$ cat src/rtl/bsg_axis_packet_source_mc.sv
// rtl/bsg_axis_packet_source_mc.sv - multi-channel buffered AXIS packet source, round-robin per packet
// Optional per-channel packet and beat counters: define BSG_AXIS_PACKET_SOURCE_STATS_EN.
module bsg_axis_packet_source_mc #(
    parameter int data_width_p = 32,
    parameter int num_ch_p     = 2,
    parameter int fifo_els_p   = 8,
    parameter int len_width_p  = 16,
    localparam int ch_w_lp     = (num_ch_p > 1) ? $clog2(num_ch_p) : 1,
    localparam int keep_w_lp   = data_width_p / 8
) (
    input  logic                             aclk_i,
    input  logic                             areset_i,
    input  logic [num_ch_p-1:0]              data_v_i,
    input  logic [num_ch_p*data_width_p-1:0] data_i,
    output logic [num_ch_p-1:0]              data_ready_o,
    input  logic                             cmd_v_i,
    input  logic [ch_w_lp-1:0]               cmd_ch_i,
    input  logic [len_width_p-1:0]           cmd_len_i,
    output logic                             cmd_ready_o,
    input  logic                             tready_i,
    output logic                             tvalid_o,
    output logic [data_width_p-1:0]          tdata_o,
    output logic [keep_w_lp-1:0]             tkeep_o,
    output logic                             tlast_o,
    output logic [ch_w_lp-1:0]               tdest_o,
    output logic                             err_zero_len_o
`ifdef BSG_AXIS_PACKET_SOURCE_STATS_EN
    ,
    output logic [num_ch_p*32-1:0]           pkt_count_o,
    output logic [31:0]                      beat_count_o
`endif
);

    localparam int addr_w_lp   = $clog2(fifo_els_p);
    localparam int cnt_w_lp    = $clog2(fifo_els_p + 1);
    localparam int ch_cmp_w_lp = ch_w_lp + 1;
    localparam logic [addr_w_lp-1:0]   last_addr_lp  = addr_w_lp'(fifo_els_p - 1);
    localparam logic [cnt_w_lp-1:0]    full_cnt_lp   = cnt_w_lp'(fifo_els_p);
    localparam logic [len_width_p-1:0] beat_bytes_lp = len_width_p'(keep_w_lp);
    localparam logic [ch_cmp_w_lp-1:0] num_ch_lp     = ch_cmp_w_lp'(num_ch_p);
    localparam logic [ch_w_lp-1:0]     last_ch_lp    = ch_w_lp'(num_ch_p - 1);

    typedef enum logic {ST_IDLE, ST_SEND} state_e;

    logic [data_width_p-1:0] r_mem [num_ch_p][fifo_els_p];
    logic [addr_w_lp-1:0]    r_wr_ptr [num_ch_p];
    logic [addr_w_lp-1:0]    r_rd_ptr [num_ch_p];
    logic [cnt_w_lp-1:0]     r_cnt [num_ch_p];
    logic [num_ch_p-1:0]     r_slot_v;
    logic [len_width_p-1:0]  r_slot_len [num_ch_p];
    logic                    r_err;
    state_e                  r_state;
    state_e                  w_state_nxt;
    logic [ch_w_lp-1:0]      r_ch;
    logic [ch_w_lp-1:0]      r_rr_ptr;
    logic [ch_w_lp-1:0]      r_tdest;
    logic [len_width_p-1:0]  r_remaining;

    logic [num_ch_p-1:0]     w_full;
    logic [num_ch_p-1:0]     w_nonempty;
    logic [num_ch_p-1:0]     w_enq;
    logic [num_ch_p-1:0]     w_deq;
    logic [num_ch_p-1:0]     w_eligible;
    logic                    w_cmd_ch_ok;
    logic                    w_cmd_take;
    logic                    w_tvalid;
    logic                    w_xfer;
    logic                    w_last;
    logic                    w_pick_v;
    logic [ch_w_lp-1:0]      w_pick_ch;
    logic [ch_w_lp-1:0]      w_ch_inc;
    logic [data_width_p-1:0] w_head;
    logic [keep_w_lp-1:0]    w_keep;

    always_comb begin
        for (int c = 0; c < num_ch_p; c++) begin
            w_full[c]     = (r_cnt[c] == full_cnt_lp);
            w_nonempty[c] = (r_cnt[c] != '0);
            w_enq[c]      = data_v_i[c] & ~w_full[c];
            w_deq[c]      = w_xfer & (r_ch == ch_w_lp'(c));
            w_eligible[c] = r_slot_v[c] & w_nonempty[c];
        end
    end

    assign w_head   = r_mem[r_ch][r_rd_ptr[r_ch]];
    assign w_tvalid = (r_state == ST_SEND) & w_nonempty[r_ch];
    assign w_xfer   = w_tvalid & tready_i;
    assign w_last   = (r_remaining <= beat_bytes_lp);
    assign w_ch_inc = (r_ch == last_ch_lp) ? '0 : r_ch + 1'b1;

    // Out-of-range channel ids are swallowed: ready is forced high and nothing is captured.
    assign w_cmd_ch_ok = ({1'b0, cmd_ch_i} < num_ch_lp);
    assign cmd_ready_o = w_cmd_ch_ok ? ~r_slot_v[cmd_ch_i] : 1'b1;
    assign w_cmd_take  = cmd_v_i & w_cmd_ch_ok & ~r_slot_v[cmd_ch_i];

    // Scan downward so the eligible channel closest above rr_ptr is the one left standing.
    always_comb begin
        int idx;
        idx       = 0;
        w_pick_v  = 1'b0;
        w_pick_ch = '0;
        for (int i = num_ch_p - 1; i >= 0; i--) begin
            idx = int'(r_rr_ptr) + i;
            if (idx >= num_ch_p) idx = idx - num_ch_p;
            if (w_eligible[idx]) begin
                w_pick_v  = 1'b1;
                w_pick_ch = ch_w_lp'(idx);
            end
        end
    end

    always_comb begin
        w_state_nxt = r_state;
        case (r_state)
            ST_IDLE: if (w_pick_v) w_state_nxt = ST_SEND;
            ST_SEND: if (w_xfer && w_last) w_state_nxt = ST_IDLE;
            default: w_state_nxt = ST_IDLE;
        endcase
    end

    always_ff @(posedge aclk_i or posedge areset_i) begin
        if (areset_i) begin
            r_state     <= ST_IDLE;
            r_ch        <= '0;
            r_rr_ptr    <= '0;
            r_tdest     <= '0;
            r_remaining <= '0;
            r_slot_v    <= '0;
            r_err       <= 1'b0;
            for (int c = 0; c < num_ch_p; c++) r_slot_len[c] <= '0;
        end else begin
            r_state <= w_state_nxt;
            if (r_state == ST_IDLE && w_pick_v) begin
                r_ch        <= w_pick_ch;
                r_tdest     <= w_pick_ch;
                r_remaining <= r_slot_len[w_pick_ch];
            end else if (w_xfer) begin
                r_remaining <= r_remaining - beat_bytes_lp;
                if (w_last) r_rr_ptr <= w_ch_inc;
            end
            for (int c = 0; c < num_ch_p; c++) begin
                if (w_xfer && w_last && r_ch == ch_w_lp'(c)) begin
                    r_slot_v[c] <= 1'b0;
                end else if (w_cmd_take && cmd_len_i != '0 && cmd_ch_i == ch_w_lp'(c)) begin
                    r_slot_v[c]   <= 1'b1;
                    r_slot_len[c] <= cmd_len_i;
                end
            end
            if (w_cmd_take && cmd_len_i == '0) r_err <= 1'b1;
        end
    end

    always_ff @(posedge aclk_i or posedge areset_i) begin
        if (areset_i) begin
            for (int c = 0; c < num_ch_p; c++) begin
                r_wr_ptr[c] <= '0;
                r_rd_ptr[c] <= '0;
                r_cnt[c]    <= '0;
            end
        end else begin
            for (int c = 0; c < num_ch_p; c++) begin
                if (w_enq[c]) r_wr_ptr[c] <= (r_wr_ptr[c] == last_addr_lp) ? '0 : r_wr_ptr[c] + 1'b1;
                if (w_deq[c]) r_rd_ptr[c] <= (r_rd_ptr[c] == last_addr_lp) ? '0 : r_rd_ptr[c] + 1'b1;
                case ({w_enq[c], w_deq[c]})
                    2'b10:   r_cnt[c] <= r_cnt[c] + 1'b1;
                    2'b01:   r_cnt[c] <= r_cnt[c] - 1'b1;
                    default: r_cnt[c] <= r_cnt[c];
                endcase
            end
        end
    end

    // Storage carries no reset; the read side is gated by the counters.
    always_ff @(posedge aclk_i) begin
        for (int c = 0; c < num_ch_p; c++) begin
            if (w_enq[c]) r_mem[c][r_wr_ptr[c]] <= data_i[c*data_width_p +: data_width_p];
        end
    end

    always_comb begin
        w_keep = '0;
        if (r_state == ST_SEND) begin
            w_keep = '1;
            if (w_last) begin
                for (int b = 0; b < keep_w_lp; b++) w_keep[b] = (len_width_p'(b) < r_remaining);
            end
        end
    end

    assign data_ready_o   = ~w_full;
    assign tvalid_o       = w_tvalid;
    assign tdata_o        = (r_state == ST_SEND) ? w_head : '0;
    assign tkeep_o        = w_keep;
    assign tlast_o        = (r_state == ST_SEND) & w_last;
    assign tdest_o        = r_tdest;
    assign err_zero_len_o = r_err;

`ifdef BSG_AXIS_PACKET_SOURCE_STATS_EN
    logic [31:0] r_pkt_cnt [num_ch_p];
    logic [31:0] r_beat_cnt;

    always_ff @(posedge aclk_i or posedge areset_i) begin
        if (areset_i) begin
            r_beat_cnt <= '0;
            for (int c = 0; c < num_ch_p; c++) r_pkt_cnt[c] <= '0;
        end else if (w_xfer) begin
            r_beat_cnt <= r_beat_cnt + 32'd1;
            if (w_last) r_pkt_cnt[r_ch] <= r_pkt_cnt[r_ch] + 32'd1;
        end
    end

    for (genvar g = 0; g < num_ch_p; g++) begin : g_pkt_cnt
        assign pkt_count_o[g*32 +: 32] = r_pkt_cnt[g];
    end
    assign beat_count_o = r_beat_cnt;
`endif

endmodule

$ cat config.mk
export PLATFORM = sky130hd
export DESIGN_NAME = bsg_axis_packet_source_mc
export DESIGN_NICKNAME = d
export VERILOG_FILES = /design/src/rtl/bsg_axis_packet_source_mc.sv
export SDC_FILE = /design/constraint.sdc
export NUM_CORES = 1
export LEC_CHECK = 0
export CORE_ASPECT_RATIO = 2
export CORE_MARGIN = 2
export CORE_UTILIZATION = 54
export DETAILED_ROUTE_END_ITERATION = 8
export PLACE_DENSITY_LB_ADDON = 0.15
export SYNTH_ARGS = -nofsm -noshare
export SYNTH_HDL_FRONTEND = slang
export SYNTH_SLANG_ARGS = --single-unit
$ cat constraint.sdc
create_clock -name aclk_i -period 5.13 [get_ports aclk_i]
set_input_delay 1.2825 -clock aclk_i [delete_from_list [all_inputs] [get_ports aclk_i]]
set_output_delay 1.2825 -clock aclk_i [all_outputs]
set_load 0.005 [all_outputs]
---- Word level (Yosys, flattened, before mapping) ----
Memories as Yosys holds them, arrays and structs flattened.
Cells that the tools add are included.
operators by class
  $add $sub $neg .......................... 13
  magnitude comparators ................... 18
  equal/unequal tests ..................... 10
  multiplexer cells ....................... 52
  bitwise logic cells ..................... 25
  reductions and logical operators ........ 22
operators with widths
  kind                   number
  $mux 256               2
  $mux 32                7
  $demux 32 s3           2
  $bmux 32 s3            1
  $mux 16                5
  $lt 32x3->1 const B    2
  $lt 1x16->1 const A    2
  $lt 2x16->1 const A    2
  $mux 1                 23
  $mux 3                 7
  $le 16x3->1 const B    1
  $logic_not 16->1       1
  $pmux 4 s2             2
  $reduce_bool 16->1     1
  $sub 16x3->16 const B  1
  $add 3x1->3 const B    4
  $eq 3x3->1 const B     4
  $ge 4x4->1 const B     3
  $not 3->4              3
  $and 1x1->1            10
  $logic_and 1x1->1      10
  $reduce_bool 2->1      5
  $not 1->1              9
  $add 4x1->4 const B    2
  other kinds (19)       31
word-level totals
  register bits after elaboration ......... 74
  RAM bits ................................ 512
  input port bits ......................... 87
  output and inout port bits .............. 43
  logic and storage cells ................. 156
  memories ................................ 1
memory list
  memory  depth  bits a word  read ports  clocked after memory_dff  wr ports  line  source
  r_mem   2      256          1           0                         2         45    logic [data_width_p-1:0] r_mem [num_ch_p][fifo_els_p];

---- Longest topological paths before layout ----
Gate-level depths: netlist of the first run.
  depth in word-level cells ............... 13
  depth in mapped cells ................... 13
  mapped depth without buffers ............ 11

---- Worst setup path after synthesis of the first run ----
OpenSTA, ideal clock, no wires.
  path type ............................... input -> register
  from .................................... in data_v_i[1]
  to ...................................... mem r_mem[1][100] (netlist bit), enable pin
  data arrival time ....................... 4.889 ns
  data required time ...................... 4.617 ns
  path slack .............................. -0.272 ns
  stages on the path ...................... 2
  path buffers ............................ 0
  cells stage by stage .................... nand2_1 nor4b_1
RTL lines
  what             line  source
  start, declared  13    input logic [num_ch_p-1:0] data_v_i,
  end, declared    45

==> results of run 1 <==
==> kinds of logic after synthesis <==
| kind of cell | Yosys count | synth area share [%] |
|---|---|---|
| and+or+nand+nor | 143 | 3.14 |
| AOI/OAI and AO/OA | 169 | 5.15 |
| buffers and inverters | 69 | 1.33 |
| xor gates and xnor gates | 14 | 0.529 |
| DFF | 586 | 74.3 |
| adders and majority gates | 16 | 0.864 |
| muxes | 171 | 14.7 |
==> cells in the mapped netlist, types with 7 or more instances <==
| cell type | number | area, um^2 |
|---|---|---|
| dfrtp_1 | 74 | 1850 |
| inv_1 | 7 | 26.3 |
| nor4_1 | 10 | 62.6 |
| nor3_1 | 15 | 75.1 |
| mux2_2 | 31 | 349 |
| xor2_1 | 11 | 96.3 |
| a22oi_1 | 64 | 480 |
| a31oi_1 | 13 | 81.3 |
| o22a_1 | 7 | 61.3 |
| buf_1 | 7 | 26.3 |
| o21ai_0 | 12 | 60.1 |
| mux2_4 | 10 | 150 |
| nand2_1 | 45 | 169 |
| nor2_1 | 31 | 116 |
| ha_1 | 16 | 200 |
| clkbuf_1 | 28 | 105 |
| edfxtp_1 | 512 | 15400 |
| mux4_2 | 128 | 2880 |
| buf_2 | 24 | 120 |
| a21oi_1 | 35 | 175 |
==> final timing paths <==
kind | endpoint | start | slack [ps] | depth (start not counted)
max in group asynchronous | r_wr_ptr[5] | areset_i | 2930 | 3
worst min-delay path | err_zero_len_o | err_zero_len_o | 490 | 1
worst max register to register | r_cnt[6] | r_cnt[4] | 2090 | 11
worst max-delay path | tdata_o[17] | tdest_o | 300 | 7
worst min register to register | err_zero_len_o | err_zero_len_o | 490 | 1
min in group asynchronous | r_slot_len[31] | areset_i | 1230 | 2
==> sequential cells by signal, indices dropped and copies added (netlist names) <==
signal and count:
r_wr_ptr 6, r_slot_v 2, r_slot_len 32, r_rd_ptr 6, err_zero_len_o 1, r_remaining 16, r_rr_ptr 1, r_mem 512
r_cnt 8, tdest_o 1, r_state 1
==> power by group through the flow <==
| stage | Sequential [uW] | Clock [uW] | Combinational, uW |
|---|---|---|---|
| finish | 6600 | 3730 | 5030 |
| global route | 6700 | 3970 | 5400 |
| CTS | 6610 | 3800 | 5120 |
| detailed placement | 6700 | 0 | 5110 |
| global placement | 6650 | 0 | 5040 |
| floorplan | 6440 | 0 | 3230 |
==> critical path, stage by stage (launching register included) <==
cell and delay (ps):
dfrtp_1 620, mux2i_4 320, buf_12 280, buf_12 320, mux4_2 360, a22oi_1 300, a21oi_1 200, clkdlybuf4s50_1 480
==> cell usage in the layout (no fill, tap or decap), types with 19 or more instances in the layout <==
cell type | synthesis | routed
nor2_1 | 31 | 26
dfrtp_1 | 74 | 72
a22oi_1 | 64 | 64
a21oi_1 | 35 | 35
nand2_1 | 45 | 45
mux4_2 | 128 | 128
buf_4 | 1 | 34
clkinv_1 | 1 | 19
edfxtp_1 | 512 | 512
clkbuf_16 | 0 | 49
clkdlybuf4s50_1 | 0 | 129
mux2_2 | 31 | 31
==> stage by stage <==
step	setup slack (ps)	util, %
after global routing	156	63.5
after global placement	956	59.8
after floorplan	34.6	-
after CTS	250	63.5
after detailed placement	877	59.8
final	300	63.5
==> cell type report <==
class	instances	area share, %
diodes	2	0.0186
well taps	545	2.53
clock buffers	55	4.63
repair buffers	168	6.11
clock inverters	37	1.28
flip-flops and latches	586	63.9
multi-input cells	513	21.4
inverters	8	0.111
==> per-layer routing <==
metal	share of wire (%)	GRT usage, %
met5	0	0
met4	2.3	6.51
met3	4.9	2.94
met2	54	42.7
met1	39	31.1
==> results.tsv, run 1 <==
stage	metric	value	unit
drt	DRC viols	0	
pwr	Design Power	15400	uW
clocking	Clk Latency, worst-skew pair	580	ps
synthesis	syn_nets	1271	
place	Final Wtd Congestion	0.862	
drt	vias	11900	
pwr	peak supply drop	0.312	mV
timing	Sum Neg Setup Slack	0	ps
floorplanning	IO Count	130	
global_route	first-pass GRT wire length	79300	um
timing	FMAX	0.207	GHz
floorplanning	core area	0.0424	mm^2
clocking	post-CTS setup repair buffer count	0	
clocking	clock sinks	586	
timing	slew margin rel.	30.8	%
synthesis	ys flop type	edfxtp_1	
cells_and_area	multi-input logic area	0.00578	mm^2
synthesis	Post-Synthesis Cells	1168	
synthesis	post-synth cell types	63	
timing	RSZ-0062 raised after global routing	false	
critical_path	Critical Path End Type	primary output	
place	placed instance count	1820	
synthesis	number of flops mapped to enable cells by yosys	512	
drt	iteration-0 DRC count of the detailed router	921	
pwr	sequential fraction of design power	43.0	%
timing	max-slew violation count	0	
timing	worst slew pin tran	1040	ps
pwr	P_int	10600	uW
drt	Routed WL	52200	um
pwr	leakage power	0.00889	uW
cells_and_area	Layout fillers	2939	
critical_path	Worst Setup Start Kind	flop	
global_route	initial antenna violation count	2	
critical_path	worst-path fanout max	44	
clocking	CTS max path bufs	3	
floorplanning	Die Y	297	um
synthesis	Synth Cell Area	0.0232	mm^2
clocking	clock root buffer	clkbuf_16	
run	max-cap violations	0	
synthesis	Yosys warnings	0	
drt	first-pass iteration count of the detailed router	5	
global_route	Remaining Overflow, GRT	0	
clocking	# resized after CTS	0	
cells_and_area	Finished Cell Area	0.0270	mm^2
outcome	outcome	complete, no violations	
pwr	Clock Power Share	24.3	%
cells_and_area	register area	0.0172	mm^2
cells_and_area	layout cell share with drive strength beyond 1	22.8	%
timing	min Tclk post-route	4830	ps
clocking	TritonCTS Buffers	49	
synthesis	sequential area share after synthesis	74.3	%
clocking	clk slew on worst S/H paths	70	ps
pwr	P_sw	4740	uW
floorplanning	row count	107	
clocking	CTS tree	yes	
drt	antenna violation net count after detailed routing	0	
drt	Avg WL per Cell	27.3	um
synthesis	number of synthesized register bits	586	
pwr	Pwr per Cell Area	570	mW/mm^2
pwr	sw frac	30.8	%
floorplanning	die width	151	um
clocking	H-tree depth	2	
floorplanning	die area	0.0447	mm^2
clocking	cts-stage hold buffer count	0	
place	dpl hpwl	32600	um
floorplanning	Initial Utilization	54.6	%
critical_path	WP data arrival	3550	ps
synthesis	Avg Cell Area, Syn	19.8	um^2
worst_hold_path	Hold Path Class	reg2reg	
global_route	vias in the first global route	12700	
global_route	GRT Overall Usage	24.0	%
synthesis	Post-synth ARST share	12.6	%
place	IO buf count	129	
cells_and_area	Area growth, synth to finish	16.3	%
global_route	pin count of the biggest net entering global routing	45	
timing	Final Hold Vio Count	0	
critical_path	required time of the critical path	3850	ps
critical_path	CP Class	reg2out	
pwr	Logic pwr share	32.8	%
place	Cell Area, Placed	0.0254	mm^2
cells_and_area	non-filler instance count after layout	1914	
timing	hold_ws	490	ps
timing	count of final setup violators	0	
drt	Avg Vias per Cell	6.23	
timing	final period utilization	94.2	%
cells_and_area	Layout Nets	1429	
timing	clk_skew	15.7	ps
Power figures use the tool's default switching activity.
==> inputs of run 2 (changes only) <==
- CORE_UTILIZATION: 54 -> 55
- CTS_BUF_LIST: default -> sky130_fd_sc_hd__clkbuf_4
- SLEW_MARGIN: default -> 20
==> run 2 against run 1 <==
Effect of this change:
- clock power decreased by 2%
- flip-flop and latch count stayed put
- maximum frequency grew 0.10%
- die area down 1.8%
==> results.tsv, run 2 (synthesis gave the netlist of run 1 again) <==
stage	metric	value	unit
outcome	outcome	complete, no violations	
global_route	vias in the first global route	13300	
clocking	clock root buffer	clkbuf_4	
timing	min Tclk post-route	4830	ps
floorplanning	Die Y	294	um
critical_path	Critical Path End Type	primary output	
pwr	Pwr per Cell Area	562	mW/mm^2
drt	first-pass iteration count of the detailed router	5	
drt	antenna violation net count after detailed routing	0	
critical_path	Worst Setup Start Kind	flop	
global_route	initial antenna violation count	6	
global_route	first-pass GRT wire length	79200	um
timing	Sum Neg Setup Slack	0	ps
drt	Avg WL per Cell	25.7	um
floorplanning	die width	149	um
critical_path	delay-heaviest family, CP	buffers and inverters	
timing	final period utilization	94.1	%
pwr	peak supply drop	0.439	mV
timing	Final Hold Vio Count	0	
drt	iteration-0 DRC count of the detailed router	848	
clocking	H-tree depth	4	
cells_and_area	commonest non-fill, non-tap cell in the layout	edfxtp_1	
clocking	clk slew on worst S/H paths	60	ps
timing	RSZ-0062 raised after global routing	false	
pwr	leakage power	0.00910	uW
global_route	pin count of the biggest net entering global routing	66	
critical_path	slowest CP cell	dfrtp_2	
drt	vias	12500	
clocking	CTS tree	yes	
global_route	GRT Overall Usage	24.9	%
cells_and_area	Area growth, synth to finish	16.7	%
clocking	TritonCTS Buffers	130	
floorplanning	row count	106	
place	Final Wtd Congestion	0.844	
clocking	clock sinks	586	
drt	DRC viols	0	
timing	worst slew pin tran	1080	ps
worst_hold_path	Hold Path Class	reg2reg	
global_route	Remaining Overflow, GRT	0	
critical_path	max incr delay on CP	520	ps
drt	Routed WL	52500	um
drt	Avg Vias per Cell	6.12	
floorplanning	IO Count	130	
clocking	CTS max path bufs	3	
timing	clk_skew	42.8	ps
place	IO buf count	129	
floorplanning	Initial Utilization	55.7	%
clocking	post-CTS setup repair buffer count	0	
critical_path	WP data arrival	3540	ps
floorplanning	die area	0.0439	mm^2
timing	hold_ws	486	ps
run	max-cap violations	0	
floorplanning	core area	0.0416	mm^2
critical_path	Worst Path Buf+Inv	2	
timing	count of final setup violators	0	
cells_and_area	Layout Nets	1508	
critical_path	required time of the critical path	3850	ps
timing	max-slew violation count	0	
cells_and_area	layout cell share with drive strength beyond 1	29.7	%
critical_path	worst-path fanout max	63	
place	dpl hpwl	31200	um
clocking	Clk Latency, worst-skew pair	840	ps
cells_and_area	most frequent cells in the layout	edfxtp_1 (512), clkbuf_4 (186), clkdlybuf4s50_1 (129)	
timing	FMAX	0.207	GHz
timing	slew margin rel.	27.1	%
critical_path	crit-path cells	mux2i_4, buf_12, mux4_2, a22oi_1, a21oi_1, clkdlybuf4s50_1	
cells_and_area	max reg flops	512	
critical_path	CP Class	reg2out	
run 2: per-stage QoR:
step	util [%]	setup slack, ps	power (uW)	instance area (um^2)	cells
6_report	65.0	305	15200	27100	2048
4_1_cts	65.0	58.4	15400	27000	2046
2_1_floorplan	-	34.6	9670	23200	1168
3_3_place_gp	60.8	1000	11600	25300	1813
5_1_grt	65.0	90.2	16000	27100	2048
3_5_place_dp	60.8	976	11700	25300	1813
run 2: layout make-up:
| cell class | count | area, um^2 |
|---|---|---|
| flip-flops and latches | 586 | 17200 |
| fillers | 2984 | 14600 |
| multi-input cells | 513 | 5780 |
| repair buffers | 166 | 1620 |
| clock buffers | 186 | 1400 |
| well taps | 540 | 676 |
| clock inverters | 47 | 315 |
| inverters | 8 | 30.0 |
| diodes | 2 | 5.00 |
run 2: path summary, 6_finish.rpt:
path / from / end / slack [ps] / depth (start not counted)
max reg2reg: r_cnt[5] / r_cnt[6] / 2110 / 11
min reg2reg: err_zero_len_o / err_zero_len_o / 490 / 1
max: tdest_o / tdata_o[26] / 300 / 6
min in group asynchronous: areset_i / r_remaining[6] / 850 / 2
min: err_zero_len_o / err_zero_len_o / 490 / 1
max in group asynchronous: areset_i / r_rd_ptr[3] / 3460 / 3
run 2: timing repair:
action | CTS | global route
gates resized for setup | 0 | 1
hold buffers | 0 | 0
endpoints found under the setup margin | 0 | 4
run 2: power breakdown:
group	total [uW]	switching [uW]	internal, uW
clock	3640	1750	1890
combinational	4940	2480	2460
sequential	6620	553	6070
run 2: metal layers:
metal | global-route usage, % | up-vias | share of wire, % | wire, um
met5 | 0 | - | 0.10 | 53
met4 | 9.69 | 8 | 2.6 | 1350
met3 | 4.91 | 129 | 6.3 | 3330
met2 | 43.3 | 503 | 53 | 28100
met1 | 30.6 | 6487 | 38 | 19700
li1 | - | 5411 | - | -
==> inputs of run 3 (changes only) <==
- ABC_CLOCK_PERIOD_IN_PS: default -> 5130
- CORE_UTILIZATION: 55 -> 54
- CTS_BUF_LIST: sky130_fd_sc_hd__clkbuf_4 -> sky130_fd_sc_hd__clkbuf_16
- TNS_END_PERCENT: default -> 50
==> run 3 against run 2 <==
Effect of this change:
- final area down 0.80%
- non-clock buffer count stayed put
- clock power fell by 4%
- final cell count is 6.9% lower
- die area grew 1.8%
- global-route usage is 1.7 points lower
- largest power group unchanged
==> results.tsv, run 3 (synthesis gave the netlist of run 1 again) <==
stage	metric	value	unit
critical_path	worst-path fanout max	45	
pwr	sw frac	30.6	%
clocking	clock sinks	586	
place	dpl hpwl	31900	um
critical_path	CP Class	reg2out	
clocking	Clk Latency, worst-skew pair	570	ps
floorplanning	row count	107	
pwr	Logic pwr share	33.0	%
critical_path	required time of the critical path	3850	ps
critical_path	crit-path cells	mux2i_4, buf_12, buf_12, mux4_2, a22oi_1, a21oi_1, clkdlybuf4s50_1	
cells_and_area	commonest non-fill, non-tap cell in the layout	edfxtp_1	
timing	RSZ-0062 raised after global routing	false	
clocking	H-tree depth	2	
timing	FMAX	0.205	GHz
worst_hold_path	Hold Path Class	reg2reg	
critical_path	worst-case reg-to-reg path depth	11	
critical_path	Reg-to-Reg Start	r_cnt[4]	
drt	iteration-0 DRC count of the detailed router	866	
floorplanning	Die Y	297	um
pwr	sequential fraction of design power	43.8	%
worst_hold_path	Hold Crit Depth	1	
timing	min Tclk post-route	4890	ps
cells_and_area	most frequent cells in the layout	edfxtp_1 (512), clkdlybuf4s50_1 (129), mux4_2 (128)	
timing	final period utilization	95.2	%
critical_path	Worst Setup Start Kind	flop	
clocking	# resized after CTS	0	
drt	Avg WL per Cell	26.7	um
drt	DRC viols	0	
cells_and_area	layout cell share with drive strength beyond 1	22.2	%
pwr	Pwr per Cell Area	561	mW/mm^2
global_route	initial antenna violation count	3	
critical_path	Worst Setup SP	tdest_o	
outcome	outcome	complete, no violations	
place	Final Wtd Congestion	0.839	
clocking	TritonCTS Buffers	49	
clocking	clk slew on worst S/H paths	60	ps
cells_and_area	Final Util	63.2	%
global_route	GRT Overall Usage	23.2	%
place	Cell Area, Placed	0.0253	mm^2
floorplanning	die width	151	um
timing	fin worst setup slack	245	ps
cells_and_area	Layout fillers	3010	
timing	max-slew violation count	0	
critical_path	Critical Path End Type	primary output	
critical_path	slowest CP cell	dfrtp_1	
floorplanning	IO Count	130	
floorplanning	die area	0.0447	mm^2
cells_and_area	Finished Cell Area	0.0268	mm^2
critical_path	FF-to-FF End	r_cnt[6]	
cells_and_area	max reg flops	512	
drt	vias	11900	
timing	Sum Neg Setup Slack	0	ps
timing	worst slew pin tran	1120	ps
cells_and_area	Area growth, synth to finish	15.8	%
pwr	leakage power	0.00889	uW
pwr	peak supply drop	0.331	mV
worst_hold_path	Hold EP	err_zero_len_o	
timing	count of final setup violators	0	
drt	Routed WL	50900	um
clocking	clock root buffer	clkbuf_16	
critical_path	WP data arrival	3600	ps
drt	antenna violation net count after detailed routing	0	
clocking	CTS max path bufs	3	
cells_and_area	Layout Nets	1427	
place	IO buf count	129	
timing	slew margin rel.	25.1	%
timing	clk_skew	17.0	ps
global_route	vias in the first global route	12400	
worst_hold_path	worst hold path startpoint	err_zero_len_o	
global_route	first-pass GRT wire length	76400	um
pwr	Clock Power Share	23.3	%
drt	first-pass iteration count of the detailed router	5	
pwr	P_sw	4610	uW
floorplanning	core area	0.0424	mm^2
global_route	Remaining Overflow, GRT	0	
global_route	pin count of the biggest net entering global routing	46	
clocking	cts-stage hold buffer count	0	
timing	Final Hold Vio Count	0	
floorplanning	Initial Utilization	54.6	%
clocking	CTS tree	yes	
critical_path	Worst R2R Setup Slack	2010	ps
pwr	P_int	10500	uW
clocking	post-CTS setup repair buffer count	0	
drt	Avg Vias per Cell	6.23	
critical_path	max incr delay on CP	670	ps
run	max-cap violations	0	
critical_path	Top cell by count, worst path	buf_12	
place	Place WS	815	ps
==> run 3: changes by cell type in the layout (fill, tap and decap cells not counted), moves of 3 or more <==
cell and change:
inv_1 +16, clkinv_1 -17, inv_2 -3, clkbuf_4 -186, clkbuf_16 +50, clkinvlp_4 -4
==> run 3: worst max path at each step <==
stage	cells after the start	to	slack, ps
2_1_floorplan	2	r_mem[1][160]	-260
3_5_place_dp	7	tdata_o[24]	820
5_1_grt	7	tdata_o[24]	60
4_1_cts	7	tdata_o[24]	200
6_report	7	tdata_o[19]	240
3_3_place_gp	7	tdata_o[24]	880
==> run 3: worst max-delay path: cells and delay by family (launching register included) <==
family                 cells  cell delay, ps
DFF                        1             670
buffers and inverters      3            1050
muxes                      2             720
AOI/OAI and AO/OA          2             540
==> run 3: power groups by stage <==
stage	Clock [uW]	Sequential [uW]	Combinational, uW
floorplan	0	6440	3230
global route	3740	6680	5340
detailed placement	0	6690	5030
global placement	0	6650	5000
finish	3510	6590	4960
CTS	3580	6600	5050
==> run 3: stage by stage <==
stage / hold WS, ps / instances / total power, uW
final: 477 / 1906 / 15100
after global placement: 457 / 1818 / 11600
after floorplan: 468 / 1168 / 9670
after global routing: 494 / 1906 / 15800
after CTS: 480 / 1905 / 15200
after detailed placement: 463 / 1818 / 11700
==> run 3: final cells by class <==
type	count	area [um^2]	share of cell area, %
Timing Repair Buffer	166	1630	6.08
Antenna cell	1	2.50	0.00932
Multi-Input combinational cell	513	5770	21.5
Clock inverter	37	239	0.890
Tap cell	545	682	2.54
Inverter	8	30.0	0.112
Clock buffer	50	1250	4.66
Sequential cell	586	17200	64.2
==> run 3: layer usage <==
metal | GRT usage, % | vias up | part of all wire [%]
met5 | 0 | - | 0.047
met4 | 7.05 | 4 | 2.7
met3 | 2.98 | 81 | 4.6
met2 | 41.6 | 353 | 55
met1 | 29.1 | 6297 | 38
li1 | - | 5132 | -
